$ cat src/rtl/latent_seq_ctrl.sv
// latent_seq_ctrl: runs a mu pass then a var pass per latent vector on the core and emits one packed record per vector
module latent_seq_ctrl #(
  parameter int          BEATS    = 8,
  parameter int          ADDR_W   = 19,
  parameter int          CNT_W    = 16,
  parameter logic [15:0] BIAS_MU  = 16'h0018,
  parameter logic [15:0] BIAS_VAR = 16'hFFFF,
  parameter int          TIMEOUT  = 1024
) (
  input  logic              clk,
  input  logic              rst_n,
  input  logic              start_i,
  input  logic [CNT_W-1:0]  num_vectors_i,
  output logic              busy_o,
  output logic              job_done_o,
  output logic              timeout_err_o,
  output logic              mem_rd_en_o,
  output logic [ADDR_W-1:0] mem_addr_o,
  input  logic [63:0]       mem_rdata_0_i,
  input  logic [63:0]       mem_rdata_1_i,
  input  logic [63:0]       mem_rdata_2_i,
  input  logic [63:0]       mem_rdata_3_i,
  output logic              core_rst_n_o,
  output logic              core_en_o,
  output logic              core_read_en_o,
  output logic              core_clr_o,
  output logic              core_op_mode_o,
  output logic [15:0]       core_bias_o,
  output logic [63:0]       dma_channel_0_o,
  output logic [63:0]       dma_channel_1_o,
  output logic [63:0]       dma_channel_2_o,
  output logic [63:0]       dma_channel_3_o,
  input  logic              core_done_i,
  input  logic [15:0]       core_result_i,
  input  logic [15:0]       core_pre_act_i,
  output logic [47:0]       out_data_o,
  output logic              out_valid_o,
  input  logic              out_ready_i
);
  localparam int BW = $clog2(BEATS + 1);
  localparam int TW = $clog2(TIMEOUT + 1);
  typedef enum logic [2:0] {IDLE, CLEAR, FEED, WAIT_HI, WAIT_LO, CAPTURE, EMIT} state_t;
  state_t state_q, state_d;
  logic [CNT_W-1:0] nvec_q, nvec_d, vec_q, vec_d;
  logic [BW-1:0] b_q, b_d;
  logic [TW-1:0] tmo_q, tmo_d;
  logic pass_q, pass_d, tmo_err_q, tmo_err_d, job_done_q, job_done_d, rd_q, expired, run;
  logic [15:0] mu_res_q, mu_pre_q, var_res_q, var_pre_q;
  logic [3:0][63:0] ch_q;
  assign expired = tmo_q == TW'(TIMEOUT - 1);
  always_comb begin
    state_d = state_q;
    nvec_d = nvec_q;
    vec_d = vec_q;
    pass_d = pass_q;
    b_d = b_q;
    tmo_d = '0;
    tmo_err_d = tmo_err_q;
    job_done_d = 1'b0;
    case (state_q)
      IDLE: if (start_i) begin
        tmo_err_d = 1'b0;
        if (num_vectors_i == '0) job_done_d = 1'b1;
        else begin
          state_d = CLEAR;
          nvec_d = num_vectors_i;
          vec_d = '0;
          pass_d = 1'b0;
        end
      end
      CLEAR: begin
        state_d = FEED;
        b_d = '0;
      end
      FEED: begin
        b_d = b_q + 1'b1;
        state_d = b_q == BW'(BEATS) ? WAIT_HI : FEED;
      end
      WAIT_HI, WAIT_LO: begin
        if ((state_q == WAIT_HI) == core_done_i) state_d = state_q == WAIT_HI ? WAIT_LO : CAPTURE;
        else if (expired) begin
          state_d = IDLE;
          pass_d = 1'b0;
          tmo_err_d = 1'b1;
          job_done_d = 1'b1;
        end else tmo_d = tmo_q + 1'b1;
      end
      CAPTURE: begin
        state_d = pass_q ? EMIT : CLEAR;
        pass_d = 1'b1;
      end
      EMIT: if (out_ready_i) begin
        pass_d = 1'b0;
        if (vec_q == nvec_q - CNT_W'(1)) begin
          state_d = IDLE;
          job_done_d = 1'b1;
        end else begin
          state_d = CLEAR;
          vec_d = vec_q + 1'b1;
        end
      end
      default: state_d = IDLE;
    endcase
  end
  always_ff @(posedge clk or negedge rst_n) begin
    if (!rst_n) begin
      state_q <= IDLE;
      nvec_q <= '0;
      vec_q <= '0;
      b_q <= '0;
      tmo_q <= '0;
      pass_q <= 1'b0;
      tmo_err_q <= 1'b0;
      job_done_q <= 1'b0;
      rd_q <= 1'b0;
      ch_q <= '0;
      mu_res_q <= '0;
      mu_pre_q <= '0;
      var_res_q <= '0;
      var_pre_q <= '0;
    end else begin
      state_q <= state_d;
      nvec_q <= nvec_d;
      vec_q <= vec_d;
      b_q <= b_d;
      tmo_q <= tmo_d;
      pass_q <= pass_d;
      tmo_err_q <= tmo_err_d;
      job_done_q <= job_done_d;
      rd_q <= mem_rd_en_o;
      ch_q <= rd_q ? {mem_rdata_3_i, mem_rdata_2_i, mem_rdata_1_i, mem_rdata_0_i} : busy_o ? ch_q : '0;
      if (state_q == CAPTURE && !pass_q) {mu_res_q, mu_pre_q} <= {core_result_i, core_pre_act_i};
      if (state_q == CAPTURE && pass_q) {var_res_q, var_pre_q} <= {core_result_i, core_pre_act_i};
    end
  end
  assign run = state_q != IDLE && state_q != CLEAR;
  assign busy_o = state_q != IDLE;
  assign job_done_o = job_done_q;
  assign timeout_err_o = tmo_err_q;
  assign mem_rd_en_o = state_q == FEED && b_q < BW'(BEATS);
  assign mem_addr_o = mem_rd_en_o ? ADDR_W'(vec_q) * ADDR_W'(BEATS) + ADDR_W'(b_q) : '0;
  assign core_rst_n_o = run;
  assign core_clr_o = !run;
  assign core_en_o = (state_q == FEED && b_q != '0) || state_q == WAIT_HI || state_q == WAIT_LO || state_q == CAPTURE;
  assign core_read_en_o = core_en_o;
  assign core_op_mode_o = busy_o && pass_q;
  assign core_bias_o = !busy_o ? 16'h0 : pass_q ? BIAS_VAR : BIAS_MU;
  assign {dma_channel_3_o, dma_channel_2_o, dma_channel_1_o, dma_channel_0_o} = ch_q;
  assign out_valid_o = state_q == EMIT;
  assign out_data_o = out_valid_o ? {mu_res_q + var_res_q, mu_pre_q, var_pre_q} : '0;
endmodule

$ cat config.mk
export PLATFORM = sky130hd
export DESIGN_NAME = latent_seq_ctrl
export DESIGN_NICKNAME = d
export VERILOG_FILES = /design/src/rtl/latent_seq_ctrl.sv
export SDC_FILE = /design/constraint.sdc
export NUM_CORES = 1
export LEC_CHECK = 0
export BUFFER_PORTS_ARGS = -buffer_cell sky130_fd_sc_hd__buf_2
export CAP_MARGIN = 25
export CELL_PAD_IN_SITES_DETAIL_PLACEMENT = 1
export CELL_PAD_IN_SITES_GLOBAL_PLACEMENT = 1
export CORE_AREA = 2 2 253 255
export CTS_CLUSTER_SIZE = 24
export DETAILED_ROUTE_END_ITERATION = 8
export DIE_AREA = 0 0 255 257
export HOLD_SLACK_MARGIN = 0.1
export PLACE_DENSITY = 0.69
export RECOVER_POWER = 100
export SLEW_MARGIN = 40
export SYNTH_ARGS = -nofsm -noshare
export SYNTH_HDL_FRONTEND = slang
export SYNTH_SLANG_ARGS = --single-unit
export TNS_END_PERCENT = 100
$ cat constraint.sdc
create_clock -name clk -period 4 [get_ports clk]
set_input_delay 0.6 -clock clk [delete_from_list [all_inputs] [get_ports clk]]
set_output_delay 0.6 -clock clk [all_outputs]
set_load 0.05 [all_outputs]
==> metrics.txt, run 1 <==
top_reg_cell synth=dfrtp_1; failing checks=capacitance limit, slew limit; asr flop ratio synth=between 90% and 100%; initial core utilization=a little over a quarter; Synth top area share=between 50% and 60%; setup bufs post-CTS=0; most frequent cell after synthesis=nand2_1; unrepaired setup endpoints after global routing=no; antenna violations before repair=29; Inst Count DP=about 3200; IO Port Bufs=about 660; Max IR drop VDD=between 0.3 and 0.4 mV; leakage power=between 9 and 10 nW; GPL Wtd Cong=0.827; Setup Total Neg Slack=0 ns; Worst Setup Slack, final=0.183 ns; CTS max path bufs=3; HP Class=input port to register; largest area contributor in the netlist=dfrtp_1; largest net degree at the start of global routing=approximately 200; WHS=0.240 ns; Post-Syn Area=0.0171 mm2; Buf+Inv Stages, Crit Path=1; top post-synthesis cells by area=dfrtp_1, nand2_1, o21ai_0; core area=0.0627 mm2; Data arrival, critical path=3.22 ns; Post-DP HPWL=around 46 mm; Clk pin slew, worst setup/hold paths=~0.060 ns; CTS tree=done; final WL=62.1 mm; finished layout cell area=0.0223 mm2; crit path cell chain=ha_1 > and3_1 > a221o_1 > o41ai_4 > nor3_1 > nor3_2 > o41ai_1 > xnor2_1 > nor2_1 > buf_4; Slew Limit Fails=94; non-filler cells in the finished layout=between 3000 and 4000; H-tree level count=2; fmax=0.262 GHz; r2r worst-path depth=7; Ys Warns=0; first-pass GRT wire length=96.3 mm; IO Count=658; clock sinks=374; Vias/cell=~4.6; die width=roughly 260 um; layout cell share with drive strength beyond 1=between 20% and 30%; sequential area share after synthesis=54.8%; Layout Skew=0.0128 ns; Post-synth top cells=nand2_1, dfrtp_1, o21ai_0; FF+latch count, synth=approximately 370; Clock Latency Late Sink=between 0.5 and 0.6 ns; WL/cell=roughly 19 um; Total Die Area=between 0.06 and 0.07 mm2; pre-CTS setup slack=~0.36 ns; Top delay family on crit path=compound AO/OA/AOI/OAI gates; syn avg cell area=just over 9 um2; final hold violations=0; Post-Syn Nets=2173; Slowest cell on crit path=dfrtp_1; nature of the critical path endpoint=output port; total power=between 20 and 25 mW; status=finished with violations; pwr/cell area=between 900 and 1000 mW/mm2; maxcap violations=3; final setup violation count=0; cell area after placement=0.0210 mm2; gate count after technology mapping=around 1800; row count=between 90 and 100; gr ovfl total=0; CTS buffer count=46; critical setup path kind=register to output port; Hold Crit Depth=3; root buffer cell=clkbuf_16; worst-path fanout max=4; slew margin rel.=-36.2%; actual slew at the worst max-slew pin=about 2.0 ns; DRC viols=0; largest stage delay on the critical path=0.38 ns; Nets=around 2800; Vias=between 15000 and 20000; drt pass-1 iters=4; Netlist cell types=73; total track usage=a little under a fifth; CP Depth=10; Final Cycle Share=a little over nine tenths; Post-synth EDFFs=0; Worst Path Required=about 3.4 ns; ANT nets after route=0; final worst path period need=3.82 ns; die height=around 260 um; synth-to-layout area growth=30.8%; number of global-route vias before repair=around 17000; final core utilization=between 30% and 40%; Critical Path Start Type=register; 1st-iter DRT viols=755
[registers in the layout, indices dropped and copies added, names as in the netlist, 11 cells and up]
| signal | cells |
|---|---|
| tmo_q | 11 |
| mu_res_q | 16 |
| dma_channel_1_o | 64 |
| vec_q | 16 |
| var_res_q | 16 |
| nvec_q | 16 |
| mu_pre_q | 16 |
| dma_channel_0_o | 64 |
| dma_channel_2_o | 64 |
| dma_channel_3_o | 64 |
| var_pre_q | 16 |
[report_power, final]
group | internal, mW | leakage [nW] | switching [mW] | total (mW)
Combinational | 2.14 | 4.34 | 7.18 | 9.31
Sequential | 5.15 | 4.83 | 1.01 | 6.16
Clock | 2.95 | 0.828 | 1.71 | 4.66
[logic make-up (layout without fill, tap and decap cells)]
family,after synthesis,count (layout),synth area share [%]
AO/OA/AOI/OAI,364,364,11.8
XOR/XNOR,52,52,2.67
adder cells (fa/ha/maj),24,24,1.80
buffers and inverters,161,784,4.49
flip-flops,374,374,54.8
multiplexers,68,68,4.46
other,0,19,0
AND/OR/NAND/NOR,797,797,19.9
[path summary, 6_finish.rpt]
path,slack (ns),end,from
worst max-delay path,0.18,out_data_o[47],mu_res_q[2]$_DFFE_PN0P_
worst min-delay path,0.24,dma_channel_1_o[6]$_DFFE_PN0P_,mem_rdata_1_i[6]
max in group asynchronous,0.55,dma_channel_1_o[45]$_DFFE_PN0P_,rst_n
worst min register to register,0.50,var_pre_q[10]$_DFFE_PN0P_,var_pre_q[10]$_DFFE_PN0P_
min in group asynchronous,1.07,dma_channel_3_o[19]$_DFFE_PN0P_,rst_n
worst max register to register,0.48,nvec_q[0]$_DFFE_PN0P_,state_q[0]$_DFFE_PN0P_
[worst min-delay path: stages]
cell     delay, ns
buf_2         0.08
nand2_1       0.04
o21ai_0       0.06
[per-layer routing]
metal / vias up / routed length [um] / global-route usage, % / share of wire [%]
met5: - / 55 / 0 / 0.089
met4: 8 / 2200 / 7.65 / 3.5
met3: 123 / 4960 / 6.44 / 8.0
met2: 472 / 32000 / 33.0 / 52
met1: 7585 / 22900 / 20.2 / 37
li1: 7271 / - / - / -
[final cells by class]
class                   instances  area [um2]
diodes                         19        47.5
clock buffers                  70        1420
clock inverters                14         277
fillers                      7634       40400
inverters                      19        78.8
multi-input cells            1305        6950
flip-flops and latches        374        9360
well taps                     846        1060
repair buffers                681        3130
[timing repair]
item,4_1_cts,5_1_grt
hold endpoints to repair,23,0
resized for setup,3,9
hold buffers,1,0
pin swaps,0,1
setup endpoints to repair,3,4
[cells in the final DEF (no fill, tap or decap), types with 4 or more instances in the layout]
| cell | n |
|---|---|
| a21o_1 | 4 |
| a21oi_1 | 31 |
| and2_1 | 37 |
| and3_1 | 7 |
| and4_1 | 4 |
| buf_2 | 309 |
| buf_4 | 4 |
| bufinv_16 | 8 |
| clkbuf_1 | 352 |
| clkbuf_16 | 49 |
| clkbuf_2 | 13 |
| clkbuf_4 | 5 |
| clkbuf_8 | 11 |
| clkinv_2 | 4 |
| dfrtp_1 | 373 |
| diode_2 | 19 |
| ha_1 | 23 |
| inv_1 | 17 |
| mux2_2 | 64 |
| nand2_1 | 585 |
| nand2b_1 | 7 |
| nand3_1 | 19 |
| nand4_1 | 12 |
| nor2_1 | 62 |
| nor3_1 | 19 |
| nor4_1 | 7 |
| o211ai_1 | 6 |
| o21a_1 | 4 |
| o21ai_0 | 281 |
| o21ai_2 | 6 |
| o31ai_1 | 4 |
| or3_1 | 6 |
| or3_2 | 5 |
| xnor2_1 | 25 |
| xor2_1 | 27 |
Power figures use the tool's default switching activity.
==> run 2, diff against run 1 <==
- BUFFER_PORTS_ARGS: -buffer_cell sky130_fd_sc_hd__buf_2 -> unset
- CORE_AREA: 2 2 253 255 -> 2 2 257 259
- DIE_AREA: 0 0 255 257 -> 0 0 259 261
- DONT_BUFFER_PORTS: unset -> 1
- PLACE_DENSITY: 0.69 -> 0.55
==> run 2 against run 1 <==
The flow finishes with violations (hold timing, capacitance limit, slew limit). Combinational power shrank 46%. Flip-flop and latch count is the same. Power shrank 5.9%. Count of clock-buffer cells in the layout shrank 5. Register-to-register slack is essentially flat. Critical path depth grew 1.
==> metrics.txt, run 2 (synthesis gave the netlist of run 1 again) <==
final WL=56.6 mm (-8.9%); Post-DP HPWL=40.6 mm (-12%); largest stage delay on the critical path=0.38 ns (about the same); 1st-iter DRT viols=573 (-24%); area taken by multi-input logic gates=0.00696 mm2 (+0.11%); most common cell after layout, fill and taps aside=nand2_1; HP Class=input port to asynchronous set/reset pin; drt pass-1 iters=4 (unchanged); die height=261 um (+1.6%); Max IR drop VDD=0.414 mV (+14%); GPL Wtd Cong=0.821 (-0.71%); die width=259 um (+1.6%); largest net degree at the start of global routing=375 (+92%); WHS=-0.270 ns (-0.510 ns); ant diodes=0 (-19); failing checks=hold timing, capacitance limit, slew limit; Nets=2141 (-22%); CTS Hold Bufs=6 (+5); highest layer used for signal routing=met5; Most common cell on crit path=nor3_2; H-tree level count=2 (unchanged); met3 WL=4.51 mm (-9.1%); root buffer cell=clkbuf_16; total track usage=16.1% (-2.6 points); antenna violations before repair=1 (-97%); clock sinks=374 (unchanged); unrepaired setup endpoints after global routing=no; actual slew at the worst max-slew pin=2.14 ns (+0.102 ns); layout cell share with drive strength beyond 1=11.4% (-9.3 points); initial core utilization=26.2% (-0.96 points); row count=94 (+2.2%); Buf+Inv Stages, Crit Path=2 (+1); Final Cycle Share=94.5% (-0.89 points); gr ovfl total=0 (unchanged); setup bufs post-CTS=0 (unchanged); status=finished with violations; DRC viols=0 (unchanged); Clock Latency Late Sink=0.58 ns (+0.02 ns); Setup Total Neg Slack=0 ns (unchanged); crit path cell chain=ha_1 > and3_1 > a221o_1 > o41ai_2 > buf_4 > nor3_2 > nor3_2 > nor3_1 > xnor2_1 > nor2_1 > clkbuf_2; IO Port Bufs=0 (-100%); number of global-route vias before repair=13803 (-18%); Vias=12977 (-16%); Layout fillers=7496 (-1.8%); Total Die Area=0.0676 mm2 (+3.1%); total power=18.9 mW (-5.9%); worst-path fanout max=4 (unchanged); IO Count=658 (unchanged); first-pass GRT wire length=85.2 mm (-12%); Top delay family on crit path=simple AND/OR/NAND/NOR gates; Met2 Wirelength=29.4 mm (-8.1%); Vias/cell=4.80 (+3.2%); Worst Path Required=3.40 ns (about the same); critical setup path kind=register to output port; Clk pin slew, worst setup/hold paths=0.06 ns (about the same); core area=0.0650 mm2 (+3.7%); maxcap violations=3 (unchanged); nature of the critical path endpoint=output port; register area=0.00936 mm2 (unchanged); Slew Limit Fails=249 (+160%); Slowest cell on crit path=dfrtp_1; Metal-1 WL=21.2 mm (-7.2%); synth-to-layout area growth=14.4%; Layout Skew=0.0205 ns (+0.00765 ns); CTS buffer count=45 (-2.2%); Critical Path Start Type=register; commonest non-fill, non-tap cells in the layout=nand2_1, dfrtp_1, o21ai_0, mux2_2, nor2_1; final setup violation count=0 (unchanged); WL/cell=20.9 um (+12%); slew margin rel.=-42.9% (-6.8 points); pwr/cell area=971 mW/mm2 (+7.6%); fmax=0.264 GHz (+0.94%); ANT nets after route=0 (unchanged); leakage power=8.39 nW (-16%); final worst path period need=3.78 ns (-0.0355 ns); CTS max path bufs=3 (unchanged); Data arrival, critical path=3.18 ns (-0.04 ns); CTS tree=done; final hold violations=374 (+374)
## run 2: final cells by class
cell class	count	share of cell area (%)
Clock buffer	65	6.77
Clock inverter	16	1.37
Inverter	19	0.404
Multi-Input combinational cell	1305	35.6
Sequential cell	374	48.0
Tap cell	864	5.54
Timing Repair Buffer	63	2.31
## run 2: worst paths after layout
path                                                from                              end  slack, ns  cells past startpoint
worst max register to register     nvec_q[0]$_DFFE_PN0P_            vec_q[12]$_DFFE_PN0P_       0.48                     10
min in group clk                        num_vectors_i[5]            nvec_q[5]$_DFFE_PN0P_       0.15                      2
max in group asynchronous                          rst_n  dma_channel_0_o[12]$_DFFE_PN0P_       3.70                      0
worst min-delay path                               rst_n          mu_pre_q[8]$_DFFE_PN0P_      -0.27                      0
worst max-delay path             mu_res_q[2]$_DFFE_PN0P_                   out_data_o[45]       0.22                     11
worst min register to register  mu_pre_q[12]$_DFFE_PN0P_         mu_pre_q[12]$_DFFE_PN0P_       0.50                      1
## run 2: per-layer routing
layer | up-vias | track usage (%)
li1 | 6016 | -
met2 | 412 | 29.2
met5 | - | 0
met4 | 2 | 4.54
met1 | 6466 | 17.9
met3 | 81 | 5.41
## run 2: repair_timing
item | 4_1_cts | 5_1_grt
endpoints found under the setup margin | 0 | 4
resized for setup | 0 | 5
endpoints found under the hold margin | 380 | 374
## run 2: through the flow
stage	util (%)	cells	setup WS (ns)	instance area, um2	hold slack [ns]
2_1_floorplan	-	1840	0.493	17100	0.304
3_3_place_gp	27.6	2615	0.269	18000	0.315
3_5_place_dp	27.8	2619	0.664	18000	0.314
4_1_cts	30.3	2706	0.00729	19700	-0.320
5_1_grt	30.0	2706	0.0196	19500	-0.320
6_report	30.0	2706	0.219	19500	-0.270
## run 2: power breakdown
part	total, mW	switching (mW)	leakage, nW	internal [mW]
logic	5.02	3.32	2.78	1.70
registers	9.52	4.44	4.83	5.08
clock network	4.41	1.67	0.786	2.74
total	18.9	9.43	8.39	9.52
